$ cat src/rtl/cache_arbiter_if.sv
// Signal bundle between the two L1 caches, the arbiter and the cacheline adaptor.
// The slave modport is the arbiter's view; master is the requester/adaptor side.
interface cache_arbiter_if;
  logic [31:0]  i_address_i;
  logic         i_read_i;
  logic [255:0] i_line_o;
  logic         i_resp_o;

  logic [31:0]  d_address_i;
  logic         d_read_i;
  logic         d_write_i;
  logic [255:0] d_line_i;
  logic [255:0] d_line_o;
  logic         d_resp_o;

  logic [31:0]  address_o;
  logic [255:0] line_o;
  logic         read_o;
  logic         write_o;
  logic [255:0] line_i;
  logic         resp_i;

  modport slave (
    input  i_address_i, i_read_i,
    input  d_address_i, d_read_i, d_write_i, d_line_i,
    input  line_i, resp_i,
    output i_line_o, i_resp_o, d_line_o, d_resp_o,
    output address_o, line_o, read_o, write_o
  );

  modport master (
    output i_address_i, i_read_i,
    output d_address_i, d_read_i, d_write_i, d_line_i,
    output line_i, resp_i,
    input  i_line_o, i_resp_o, d_line_o, d_resp_o,
    input  address_o, line_o, read_o, write_o
  );
endinterface

$ cat src/rtl/cache_arbiter.sv
// Round-robin 2:1 arbiter sharing one line-granular adaptor port between the
// I-cache and D-cache; one transaction in flight, all outputs registered.
module cache_arbiter (
  input  logic           clk,
  input  logic           reset_n,
  cache_arbiter_if.slave bus
);

  typedef enum logic [1:0] {IDLE, ISSUE, WAIT, DONE} state_t;

  state_t state;
  logic   owner_d;
  logic   op_wr;
  logic   last_grant_d;

  logic   i_req;
  logic   d_req;
  logic   grant_d;
  logic   grant_wr;

  // On a tie the side that did not win last time is granted.
  always_comb begin
    i_req    = bus.i_read_i;
    d_req    = bus.d_read_i | bus.d_write_i;
    grant_d  = d_req & (~i_req | ~last_grant_d);
    grant_wr = grant_d & bus.d_write_i;
  end

  always_ff @(posedge clk or negedge reset_n) begin
    if (!reset_n) begin
      state         <= IDLE;
      owner_d       <= 1'b0;
      op_wr         <= 1'b0;
      last_grant_d  <= 1'b0;
      bus.address_o <= '0;
      bus.line_o    <= '0;
      bus.read_o    <= 1'b0;
      bus.write_o   <= 1'b0;
      bus.i_line_o  <= '0;
      bus.d_line_o  <= '0;
      bus.i_resp_o  <= 1'b0;
      bus.d_resp_o  <= 1'b0;
    end else begin
      bus.read_o   <= 1'b0;
      bus.write_o  <= 1'b0;
      bus.i_resp_o <= 1'b0;
      bus.d_resp_o <= 1'b0;
      case (state)
        IDLE: begin
          if (i_req | d_req) begin
            owner_d       <= grant_d;
            last_grant_d  <= grant_d;
            op_wr         <= grant_wr;
            bus.address_o <= grant_d ? bus.d_address_i : bus.i_address_i;
            if (grant_wr) bus.line_o <= bus.d_line_i;
            // Start pulse is registered here so it is high exactly during ISSUE.
            bus.read_o    <= ~grant_wr;
            bus.write_o   <= grant_wr;
            state         <= ISSUE;
          end
        end
        ISSUE: state <= WAIT;
        WAIT: begin
          if (bus.resp_i) begin
            if (!op_wr) begin
              if (owner_d) bus.d_line_o <= bus.line_i;
              else         bus.i_line_o <= bus.line_i;
            end
            if (owner_d) bus.d_resp_o <= 1'b1;
            else         bus.i_resp_o <= 1'b1;
            state <= DONE;
          end
        end
        // Requests are still high here; going straight to IDLE avoids re-granting them.
        DONE: state <= IDLE;
        default: state <= IDLE;
      endcase
    end
  end

endmodule

$ cat src/flat_wrapper.sv
// flat-port wrapper written by rule: the top's interface ports become plain ports
module cache_arbiter_flat 
  (clk, reset_n, bus_i_address_i, bus_i_read_i, bus_d_address_i, bus_d_read_i, bus_d_write_i, bus_d_line_i, bus_line_i, bus_resp_i, bus_i_line_o, bus_i_resp_o, bus_d_line_o, bus_d_resp_o, bus_address_o, bus_line_o, bus_read_o, bus_write_o);
  cache_arbiter_if bus_i ();
  input  logic clk;
  input  logic reset_n;
  input wire logic [$bits(bus_i.i_address_i)-1:0] bus_i_address_i;
  input wire logic [$bits(bus_i.i_read_i)-1:0] bus_i_read_i;
  input wire logic [$bits(bus_i.d_address_i)-1:0] bus_d_address_i;
  input wire logic [$bits(bus_i.d_read_i)-1:0] bus_d_read_i;
  input wire logic [$bits(bus_i.d_write_i)-1:0] bus_d_write_i;
  input wire logic [$bits(bus_i.d_line_i)-1:0] bus_d_line_i;
  input wire logic [$bits(bus_i.line_i)-1:0] bus_line_i;
  input wire logic [$bits(bus_i.resp_i)-1:0] bus_resp_i;
  output wire logic [$bits(bus_i.i_line_o)-1:0] bus_i_line_o;
  output wire logic [$bits(bus_i.i_resp_o)-1:0] bus_i_resp_o;
  output wire logic [$bits(bus_i.d_line_o)-1:0] bus_d_line_o;
  output wire logic [$bits(bus_i.d_resp_o)-1:0] bus_d_resp_o;
  output wire logic [$bits(bus_i.address_o)-1:0] bus_address_o;
  output wire logic [$bits(bus_i.line_o)-1:0] bus_line_o;
  output wire logic [$bits(bus_i.read_o)-1:0] bus_read_o;
  output wire logic [$bits(bus_i.write_o)-1:0] bus_write_o;
  assign bus_i.i_address_i = bus_i_address_i;
  assign bus_i.i_read_i = bus_i_read_i;
  assign bus_i.d_address_i = bus_d_address_i;
  assign bus_i.d_read_i = bus_d_read_i;
  assign bus_i.d_write_i = bus_d_write_i;
  assign bus_i.d_line_i = bus_d_line_i;
  assign bus_i.line_i = bus_line_i;
  assign bus_i.resp_i = bus_resp_i;
  assign bus_i_line_o = bus_i.i_line_o;
  assign bus_i_resp_o = bus_i.i_resp_o;
  assign bus_d_line_o = bus_i.d_line_o;
  assign bus_d_resp_o = bus_i.d_resp_o;
  assign bus_address_o = bus_i.address_o;
  assign bus_line_o = bus_i.line_o;
  assign bus_read_o = bus_i.read_o;
  assign bus_write_o = bus_i.write_o;
  cache_arbiter u_core (.clk(clk), .reset_n(reset_n), .bus(bus_i));
endmodule
$ cat config.mk
export PLATFORM = sky130hd
export DESIGN_NAME = cache_arbiter_flat
export DESIGN_NICKNAME = d
export VERILOG_FILES = /design/src/rtl/cache_arbiter_if.sv /design/src/rtl/cache_arbiter.sv /design/src/flat_wrapper.sv
export SDC_FILE = /design/constraint.sdc
export NUM_CORES = 1
export LEC_CHECK = 0
export ABC_CLOCK_PERIOD_IN_PS = 1640
export CAP_MARGIN = 30
export CORE_AREA = 2 2 536 538
export DETAILED_ROUTE_END_ITERATION = 7
export DIE_AREA = 0 0 538 540
export GPL_ROUTABILITY_DRIVEN = 0
export GPL_TIMING_DRIVEN = 0
export SLEW_MARGIN = 25
export SYNTH_ARGS = -nofsm -noshare
export SYNTH_HDL_FRONTEND = slang
export SYNTH_SLANG_ARGS = --single-unit
$ cat constraint.sdc
create_clock -name clk -period 1.64 [get_ports clk]
set_clock_uncertainty 0.05 [all_clocks]
set_input_delay 0.164 -clock clk [delete_from_list [all_inputs] [get_ports clk]]
set_output_delay 0.164 -clock clk [all_outputs]
set_load 0.005 [all_outputs]
==> results of run 1 <==
## state kept, by name, indices dropped and copies added (netlist names), 2 cells and up
| signal | count |
|---|---|
| u_core.bus.address_o | 32 |
| u_core.state | 2 |
| u_core.bus.line_o | 256 |
| u_core.bus.i_line_o | 256 |
| u_core.bus.d_line_o | 256 |
## cell families (layout without fill, tap and decap cells)
kind of cell | after synthesis | after routing | synth area share
fa+ha+maj | 2 | 2 | 0.000804
other cells | 0 | 67 | 0
compound gates | 39 | 39 | 0.00688
buf+inv | 99 | 2172 | 0.0232
mux | 801 | 801 | 0.313
simple gates | 42 | 42 | 0.00595
flops | 808 | 808 | 0.650
## how the worst max path moves through the flow
stage	cells after the start	from	to	slack (ns)
3_3_place_gp	1	reset_n	u_core.bus.d_line_o[159]	-37.43
4_1_cts	8	u_core.state[1]	u_core.bus.line_o[88]	-0.51
3_5_place_dp	6	bus_resp_i	u_core.bus.i_line_o[170]	-1.26
5_1_grt	9	u_core.state[0]	u_core.bus.i_line_o[189]	-0.55
6_report	8	u_core.state[1]	u_core.bus.line_o[72]	-0.47
2_1_floorplan	7	u_core.state[0]	u_core.bus.i_line_o[215]	-0.09
## cell type report
class | instances | area [um^2]
Clock inverter | 43 | 579
Timing Repair Buffer | 1896 | 19400
Multi-Input combinational cell | 884 | 10600
Sequential cell | 808 | 20200
Inverter | 3 | 11.3
Antenna cell | 67 | 168
Tap cell | 3762 | 4710
Fill cell | 30100 | 225000
Buffer | 96 | 1520
Clock buffer | 134 | 2830
## cells in the mapped netlist, drive strengths merged
master / instances / share of area
o22a: 1 / 0.00028
buf: 93 / 0.022
ha: 2 / 0.00080
nand4b: 1 / 0.00028
nor2b: 1 / 0.00020
mux2i: 32 / 0.010
nand2: 35 / 0.0043
nor3: 2 / 0.00048
a21o: 1 / 0.00024
dfrtp: 808 / 0.65
a21oi: 2 / 0.00032
inv: 3 / 0.00036
o21ai: 33 / 0.0053
clkbuf: 3 / 0.00036
nor2: 1 / 0.00012
mux2: 769 / 0.30
o2bb2ai: 1 / 0.00048
and3: 2 / 0.00056
o31ai: 1 / 0.00024
## stage by stage
stage / util / worst slack [ns]
2_1_floorplan: - / -0.0914
3_3_place_gp: 0.175 / -37.43
3_5_place_dp: 0.176 / -1.26
4_1_cts: 0.207 / -0.509
5_1_grt: 0.211 / -0.553
6_report: 0.211 / -0.475
## routing by layer
| metal | wire length [um] | global-route usage | vias up | share of wire |
|---|---|---|---|---|
| li1 | - | - | 10500 | - |
| met1 | 88900 | 0.174 | 12800 | 0.41 |
| met2 | 97700 | 0.228 | 1521 | 0.45 |
| met3 | 22800 | 0.0581 | 410 | 0.10 |
| met4 | 7360 | 0.0442 | 100 | 0.034 |
| met5 | 666 | 0 | - | 0.0031 |
## report_power, final
group          internal (W)  total, W  switching (W)
clock                0.0137    0.0234        0.00965
combinational        0.0312    0.0516         0.0204
sequential           0.0301    0.0365        0.00635
## what timing repair did
| action | in CTS | in global routing |
|---|---|---|
| hold buffers | 459 | 1 |
| endpoints found under the hold margin | 1031 | 304 |
| cloned | 6 | 13 |
| setup endpoints to repair | 1590 | 1608 |
| pin swaps | 3 | 1 |
| setup buffers | 16 | 12 |
| gates resized for setup | 357 | 170 |
## critical path, delay by kind of cell (launching register included)
family	cells	cell delay, ns
flops	1	0.43
fa+ha+maj	1	0.15
simple gates	1	0.20
mux	1	0.29
buf+inv	5	0.77
==> metrics.yaml, run 1 <==
floorplanning:
  row_count: 196
  core_mm2: 0.284
  start_util: 0.109
  die_x_um: 538
  io_pins: 1386
  fp.dieH_um: 540
  die_area_mm2: 0.291
global_routing:
  grt_pass1_wl_mm: 272
  grt.total_usage: 0.143
  antenna_found_initial: 176
  grt_overflow_total: 0
  grt_max_degree: 131
  grt_pass1_vias: 26600
power_and_ir_drop:
  ir_worst_vdd_mv: 1.16
  powerDensity_mw_per_mm2: 1860
  power_w: 0.111
  p_leak_nw: 24.5
clocking:
  cts_buffers: 100
  cts_tree: "yes"
  cts_max_level: 3
  clock_path_buffers: 4
  cts_sinks: 808
  cts-root-buf: "clkbuf_16"
  clock_latency_ns: 0.82
  cts.reportedPaths.clkPinSlew_ns: 0.06
worst_setup_path:
  cp_max_fo: 7
  arrival_ns: 2.75
  cp_common_cell: "buf_16"
  path_cells: "inv_2, ha_4, and3_4, buf_16, buf_16, buf_12, clkbuf_16, mux2_4"
  cp_slowest_cell: "dfrtp_1"
  r2r_start: "u_core.state[1]"
  cp_slowest_stage_delay_ns: 0.43
  crit_path_end_kind: "flop"
  reg2reg_depth: 8
  critPathRequiredTime_ns: 2.27
  regToRegEndpoint: "u_core.bus.line_o[72]"
  crit_path_start_kind: "flop"
  path_class: "flop to flop"
  ff2ff_setup_slack_ns: -0.47
synth:
  syn-cell-area_mm2: 0.0311
  ys.warnings.count: 0
  synth-seq-area-share: 0.650
  syn_area_per_cell_um2: 17.4
  syn_inst: 1791
  synth_cell_types: 27
  synth_seq_cells: 808
  syn_nets: 2375
detailed_routing:
  drc: 0
  vias_per_cell: 3.28
  routed_wl_mm: 217
  ant_nets: 0
  firstDrtPassIters: 5
  wire_per_inst_um: 28.3
  vias: 25300
  drt_iter0_drc: 1532
sta:
  finalCriticalPeriod_ns: 2.11
  setup_viol: 1579
  fin_crit_sh: 1.29
  tightest_slew_ns: 0.796
  rsz0062_at_grt: "yes"
  hold_violations: 433
  maxSlewHeadroom: 0.467
  final.setup.worst_slack_ns: -0.475
  finalMaxSlewViolations: 0
  setup_tns_ns: -466.70
  timing.hold.ws_ns: -0.762
  fmax_mhz: 473
layout:
  final_common_cell: "clkdlybuf4s50_1"
  final_cell_area_mm2: 0.0600
  drive_gt1_frac: 0.293
  final_cells: 7693
  final_cell_mix: "1261 x clkdlybuf4s50_1, 801 x dfrtp_1, 471 x mux2_2"
  nNetsFinal: 4373
  syn2layout_area_growth_pct: 92.8
place:
  dp_cells: 6944
  hpwl_mm: 180
  place_area_mm2: 0.0501
  io_buffer_count: 1385
outcome:
  status: "finished, violations left"
  failed_checks: "negative hold slack, negative setup slack"
min_path:
  min_path_type: "input port to asynchronous set/reset pin"
run:
  drv_cap: 0
(Power assumes the default switching activity.)
==> run 2: changes to the inputs <==
--- a/config.mk
+++ b/config.mk
@@ -16,3 +16,4 @@
 export SYNTH_ARGS = -nofsm -noshare
 export SYNTH_HDL_FRONTEND = slang
 export SYNTH_SLANG_ARGS = --single-unit
+export TNS_END_PERCENT = 1
==> run 2 against run 1 <==
  * The flow still finishes with violations (negative hold slack, negative setup slack)
  * Non-clock buffer count fell by 35
  * First-iteration DRC count fell by 8.6%
  * Die area unchanged
  * Sequential share of layout area is 0.86 points higher
  * Combinational power is 3% lower
  * Clock-buffer cell count increased by 5
  * Sequential cell count is the same
  * Design area is 2.5% lower
  * Clock power fell by 3%
  * Maximum frequency increased by 4.0%
  * Critical path depth decreased by 1
  * Sequential power about the same
  * Critical path type unchanged
  * Critical endpoint is now u_core.bus.line_o[194]
  * Largest cell class is now flip-flops and latches
  * Largest power group unchanged
==> metrics.yaml, run 2 (synthesis results as in run 1) <==
power_and_ir_drop:
  powerDensity_mw_per_mm2: 1870  # +0.80%
  power_w: 0.110  # -1.7%
  p_leak_nw: 24.7  # +0.68%
  ir_worst_vdd_mv: 1.16  # +0.76%
detailed_routing:
  routed_wl_mm: 218  # +0.40%
  vias_per_cell: 3.29  # +0.12%
  vias: 25100  # -0.54%
  drt_iter0_drc: 1400  # -8.6%
  wire_per_inst_um: 28.6  # +1.1%
  drc: 0  # unchanged
  firstDrtPassIters: 6  # +1
  ant_nets: 0  # unchanged
floorplanning:
  io_pins: 1386  # unchanged
  core_mm2: 0.284  # unchanged
  start_util: 0.109  # unchanged
  die_x_um: 538  # unchanged
  die_area_mm2: 0.291  # unchanged
  fp.dieH_um: 540  # unchanged
  row_count: 196  # unchanged
sta:
  fmax_mhz: 492  # +4.0%
  timing.hold.ws_ns: -0.832  # -0.0707 ns
  hold_violations: 411  # -5.1%
  finalMaxSlewViolations: 0  # unchanged
  final.setup.worst_slack_ns: -0.393  # +0.0817 ns
  maxSlewHeadroom: 0.453  # -0.0140
  tightest_slew_ns: 0.820  # +0.0234 ns
  setup_tns_ns: -349.91  # +116.80 ns
  finalCriticalPeriod_ns: 2.03  # -0.0817 ns
  fin_crit_sh: 1.24  # -0.0498
  rsz0062_at_grt: "yes"
  setup_viol: 1495  # -5.3%
global_routing:
  grt_max_degree: 136  # +3.8%
  grt-busiest-layer: "met2"
  met1_usage: 0.166  # -0.00851
  grt.total_usage: 0.144  # +0.000713
  use_met2: 0.233  # +0.00515
  grtUsageMet3: 0.0609  # +0.00278
  grt_overflow_total: 0  # unchanged
  antenna_found_initial: 116  # -34%
  grt_pass1_vias: 26700  # +0.30%
  grt_pass1_wl_mm: 274  # +0.86%
layout:
  final_cell_area_mm2: 0.0585  # -2.5%
  final_cells: 7642  # -0.66%
  final_common_cell: "clkdlybuf4s50_1"
  drive_gt1_frac: 0.336  # +0.0438
  nNetsFinal: 4340  # -0.75%
  final_cell_mix: "977 x clkdlybuf4s50_1, 801 x dfrtp_1, 451 x dlygate4sd3_1"
  largestRegisters: "u_core.bus.d_line_o x256, u_core.bus.i_line_o x256, u_core.bus.line_o x256"
  syn2layout_area_growth_pct: 88.0
clocking:
  cts_max_level: 3  # unchanged
  cts_sinks: 808  # unchanged
  clock_path_buffers: 4  # unchanged
  cts.reportedPaths.clkPinSlew_ns: 0.06  # about the same
  hold_buffers: 451  # -1.7%
  clock_latency_ns: 0.81  # about the same
  cts_buffers: 102  # +2.0%
  cts-root-buf: "clkbuf_16"
  cts_tree: "yes"
worst_setup_path:
  r2r_start: "u_core.state[0]"
  path_class: "flop to flop"
  cp_max_fo: 10  # +3
  critPathRequiredTime_ns: 2.28  # about the same
  reg2reg_depth: 7  # -1
  crit_path_end_kind: "flop"
  arrival_ns: 2.67  # -0.08 ns
  regToRegEndpoint: "u_core.bus.line_o[194]"
  crit_path_start_kind: "flop"
  ff2ff_setup_slack_ns: -0.39  # +0.08 ns
place:
  place_ws_ns: -1.39  # -0.130 ns
  io_buffer_count: 1385  # unchanged
  dp_cells: 6944  # unchanged
  place_area_mm2: 0.0499  # -0.32%
  hpwl_mm: 181  # +0.45%
run:
  drv_cap: 0  # unchanged
min_path:
  min_path_type: "input port to asynchronous set/reset pin"
outcome:
  status: "finished, violations left"
  failed_checks: "negative hold slack, negative setup slack"
run 2: cell count changes in the layout (fill, tap and decap cells not counted), moves of 47 or more:
cell,previous run,this run
dlygate4sd2_1,83,170
mux2_2,471,406
buf_6,17,64
clkbuf_2,2,149
mux2_4,297,354
clkdlybuf4s50_1,1261,977
run 2: layer usage:
metal  share of wire  up-vias
met3            0.11      404
met2            0.46     1537
met4           0.046       62
met5          0.0019        -
met1            0.39    12800
li1                -    10300
run 2: critical path: stages (launching register included):
cell and delay (ns):
dfrtp_1 0.39, inv_2 0.09, ha_2 0.25, and3_4 0.21, buf_12 0.17, buf_6 0.19, buf_6 0.18, mux2_2 0.36
run 2: stage by stage:
stage           util  hold WS (ns)
2_1_floorplan      -        -0.182
3_3_place_gp   0.175         0.417
5_1_grt        0.205        -0.835
6_report       0.206        -0.832
4_1_cts        0.205        -0.885
3_5_place_dp   0.175        0.0412
run 2: layout make-up:
class | count | area, um^2
Timing Repair Buffer | 1861 | 17900
Inverter | 3 | 11.3
Antenna cell | 46 | 115
Clock buffer | 139 | 2840
Multi-Input combinational cell | 884 | 10800
Sequential cell | 808 | 20200
Buffer | 96 | 1450
Tap cell | 3762 | 4710
Fill cell | 30400 | 226000
Clock inverter | 43 | 437
run 2: how the worst max path moves through the flow:
stage	slack, ns	start	depth (start not counted)	endpoint
floorplan	-0.1	u_core.state[0]	7	u_core.bus.i_line_o[215]
global placement	-37.80	reset_n	1	u_core.bus.d_line_o[165]
detailed placement	-1.39	bus_resp_i	5	u_core.bus.d_line_o[178]
CTS	-0.44	u_core.state[0]	9	u_core.bus.i_line_o[43]
global route	-0.48	u_core.state[0]	7	u_core.bus.line_o[35]
finish	-0.39	u_core.state[0]	7	u_core.bus.line_o[194]
run 2: where the power goes:
| group | switching, W | internal [W] | leakage, nW | total (W) |
|---|---|---|---|---|
| Combinational | 0.0219 | 0.0283 | 13.3 | 0.0502 |
| Clock | 0.00983 | 0.0130 | 1.61 | 0.0228 |
| Sequential | 0.00646 | 0.0301 | 9.71 | 0.0366 |
run 2: what timing repair did:
action	in CTS	in global routing
buffers inserted	9	1
gates resized for setup	726	533
pin swaps	3	0
endpoints found under the setup margin	1672	1710
endpoints found under the hold margin	985	411
gates cloned	4	7
==> run 3: changes to the inputs <==
--- a/config.mk
+++ b/config.mk
@@ -12,6 +12,7 @@
 export DIE_AREA = 0 0 538 540
 export GPL_ROUTABILITY_DRIVEN = 0
 export GPL_TIMING_DRIVEN = 0
+export MAX_ROUTING_LAYER = met4
 export SLEW_MARGIN = 25
 export SYNTH_ARGS = -nofsm -noshare
 export SYNTH_HDL_FRONTEND = slang
==> run 3 against run 2 <==
  * The run still ends with negative hold slack, negative setup slack left
  * Clock-buffer cell count unchanged
  * Die area stayed put
  * Design area about the same
  * Clock power about the same
  * Critical endpoint unchanged
  * Largest cell class unchanged
==> metrics.yaml, run 3 (synthesis results as in run 1) <==
outcome:
  status: "finished, violations left"
  failed_checks: "negative hold slack, negative setup slack"
place:
  io_buffer_count: 1385  # unchanged
  hpwl_mm: 181  # unchanged
  place_ws_ns: -1.39  # unchanged
layout:
  drive_gt1_frac: 0.335  # -0.00165
  syn2layout_area_growth_pct: 87.9  # about the same
  final_cell_mix: "982 x clkdlybuf4s50_1, 801 x dfrtp_1, 451 x dlygate4sd3_1"
  nNetsFinal: 4338  # -0.046%
  nFillCells: 30400  # +0.030%
  largestRegisters: "u_core.bus.d_line_o x256, u_core.bus.i_line_o x256, u_core.bus.line_o x256"
  final_common_cell: "clkdlybuf4s50_1"
floorplanning:
  io_pins: 1386  # unchanged
  die_area_mm2: 0.291  # unchanged
  fp.dieH_um: 540  # unchanged
  core_mm2: 0.284  # unchanged
  row_count: 196  # unchanged
  die_x_um: 538  # unchanged
  start_util: 0.109  # unchanged
worst_setup_path:
  crit_path_end_kind: "flop"
  reg2reg_depth: 7  # unchanged
  r2r_start: "u_core.state[0]"
  cp_max_fo: 10  # unchanged
  regToRegEndpoint: "u_core.bus.line_o[194]"
  ff2ff_setup_slack_ns: -0.38  # about the same
  critPathRequiredTime_ns: 2.28  # about the same
  arrival_ns: 2.66  # about the same
  path_class: "flop to flop"
  crit_path_start_kind: "flop"
detailed_routing:
  vias: 24900  # -0.89%
  vias_per_cell: 3.25  # -1.1%
  ant_nets: 0  # unchanged
  firstDrtPassIters: 5  # -1
  drc: 0  # unchanged
  routed_wl_mm: 218  # -0.20%
  drt_iter0_drc: 1478  # +5.6%
  wire_per_inst_um: 28.4  # -0.45%
power_and_ir_drop:
  powerDensity_mw_per_mm2: 1870  # about the same
  combPwrFrac: 0.458  # about the same
  p_leak_nw: 24.6  # -0.32%
  p_int_w: 0.0713  # -0.17%
  sw_frac_of_total: 0.349  # +0.000597
  clockPowerShare: 0.208  # about the same
  power.switching_w: 0.0382  # about the same
  seqPwrFrac: 0.334  # about the same
  ir_worst_vdd_mv: 1.17  # +0.31%
clocking:
  clock_path_buffers: 4  # unchanged
  cts_sinks: 808  # unchanged
  hold_buffers: 451  # unchanged
  cts.reportedPaths.clkPinSlew_ns: 0.06  # about the same
  clock_latency_ns: 0.81  # about the same
  cts_max_level: 3  # unchanged
  cts_tree: "yes"
  cts-root-buf: "clkbuf_16"
  cts_buffers: 102  # unchanged
sta:
  rsz0062_at_grt: "yes"
  fin_crit_sh: 1.23  # -0.00550
  maxSlewHeadroom: 0.443  # -0.0100
  timing.hold.ws_ns: -0.792  # +0.0400 ns
  setup_viol: 1504  # +0.60%
  final.setup.worst_slack_ns: -0.384  # +0.00902 ns
  finalCriticalPeriod_ns: 2.02  # -0.00902 ns
  fmax_mhz: 494  # +0.45%
  tightest_slew_ns: 0.835  # +0.0150 ns
  setup_tns_ns: -350.69  # -0.782 ns
  finalMaxSlewViolations: 0  # unchanged
  hold_violations: 411  # unchanged
global_routing:
  grt.total_usage: 0.148  # +0.00420
  grt_overflow_total: 0  # unchanged
  grt_pass1_vias: 26700  # +0.13%
  grt-busiest-layer: "met2"
  met1_usage: 0.169  # +0.00334
  grt_pass1_wl_mm: 274  # -0.22%
  use_met2: 0.234  # +0.00100
  grt_max_degree: 136  # unchanged
  grtUsageMet3: 0.0555  # -0.00540
  antenna_found_initial: 118  # +1.7%
run:
  drv_cap: 0  # unchanged
min_path:
  min_path_type: "input port to asynchronous set/reset pin"
==> run 3: cell count changes in the layout (fill, tap and decap cells not counted), sizes merged <==
cell	change
clkbuf	-7
diode	+21
clkdlybuf4s50	+5
==> run 3: critical path, cell delays in order, from the launching register on <==
cell and delay [ns]:
dfrtp_1 0.39, inv_2 0.09, ha_2 0.25, and3_4 0.21, buf_12 0.17, buf_6 0.19
buf_6 0.17, mux2_2 0.36
==> run 3: metal layers <==
| metal | vias to the layer above | wire (um) | part of all wire |
|---|---|---|---|
| li1 | 10400 | - | - |
| met1 | 12700 | 87100 | 0.40 |
| met2 | 1482 | 99600 | 0.46 |
| met3 | 318 | 21500 | 0.099 |
| met4 | 0 | 9800 | 0.045 |
| met5 | - | 0 | 0 |
==> run 3: power by group through the flow <==
| stage | sequential (W) | clock [W] | combinational (W) |
|---|---|---|---|
| global route | 0.0376 | 0.0243 | 0.0529 |
| detailed placement | 0.0364 | 0 | 0.0508 |
| CTS | 0.0363 | 0.0236 | 0.0517 |
| floorplan | 0.0360 | 0 | 0.0148 |
| global placement | 0.0363 | 0 | 0.0505 |
| finish | 0.0366 | 0.0228 | 0.0501 |
==> run 3: what timing repair did <==
item / CTS / global route
gates resized for setup: 726 / 507
gates cloned: 4 / 5
setup buffers: 9 / 1
setup endpoints to repair: 1672 / 1710
hold endpoints to repair: 985 / 411
pin swaps: 3 / 0
==> run 3: metrics by stage <==
| step | utilization | power (W) | hold WS, ns | cells | area (um^2) |
|---|---|---|---|---|---|
| 2_1_floorplan | - | 0.0508 | -0.182 | 1791 | 31100 |
| 3_3_place_gp | 0.175 | 0.0867 | 0.417 | 6938 | 49700 |
| 3_5_place_dp | 0.175 | 0.0872 | 0.0412 | 6944 | 49900 |
| 4_1_cts | 0.205 | 0.112 | -0.885 | 7590 | 58300 |
| 5_1_grt | 0.205 | 0.115 | -0.832 | 7649 | 58400 |
| 6_report | 0.205 | 0.109 | -0.792 | 7661 | 58400 |
==> run 3: how the worst max path moves through the flow <==
stage / startpoint / end / slack [ns] / depth (start not counted)
6_report: u_core.state[0] / u_core.bus.line_o[194] / -0.38 / 7
5_1_grt: u_core.state[0] / u_core.bus.line_o[35] / -0.47 / 7
4_1_cts: u_core.state[0] / u_core.bus.i_line_o[43] / -0.44 / 9
3_5_place_dp: bus_resp_i / u_core.bus.d_line_o[178] / -1.39 / 5
3_3_place_gp: reset_n / u_core.bus.d_line_o[165] / -37.80 / 1
2_1_floorplan: u_core.state[0] / u_core.bus.i_line_o[215] / -0.1 / 7
==> run 3: area by class of cell <==
type                       instances  area (um^2)  area share
sequential                       808        20200       0.346
timing repair buffer            1859        17900       0.306
multi-input combinational        884        10700       0.183
clock buffer                     139         2840      0.0486
antenna                           67          168     0.00287
tap                             3762         4710      0.0805
buffer                            96         1460      0.0249
clock inverter                    43          437     0.00747
inverter                           3         11.3    0.000193
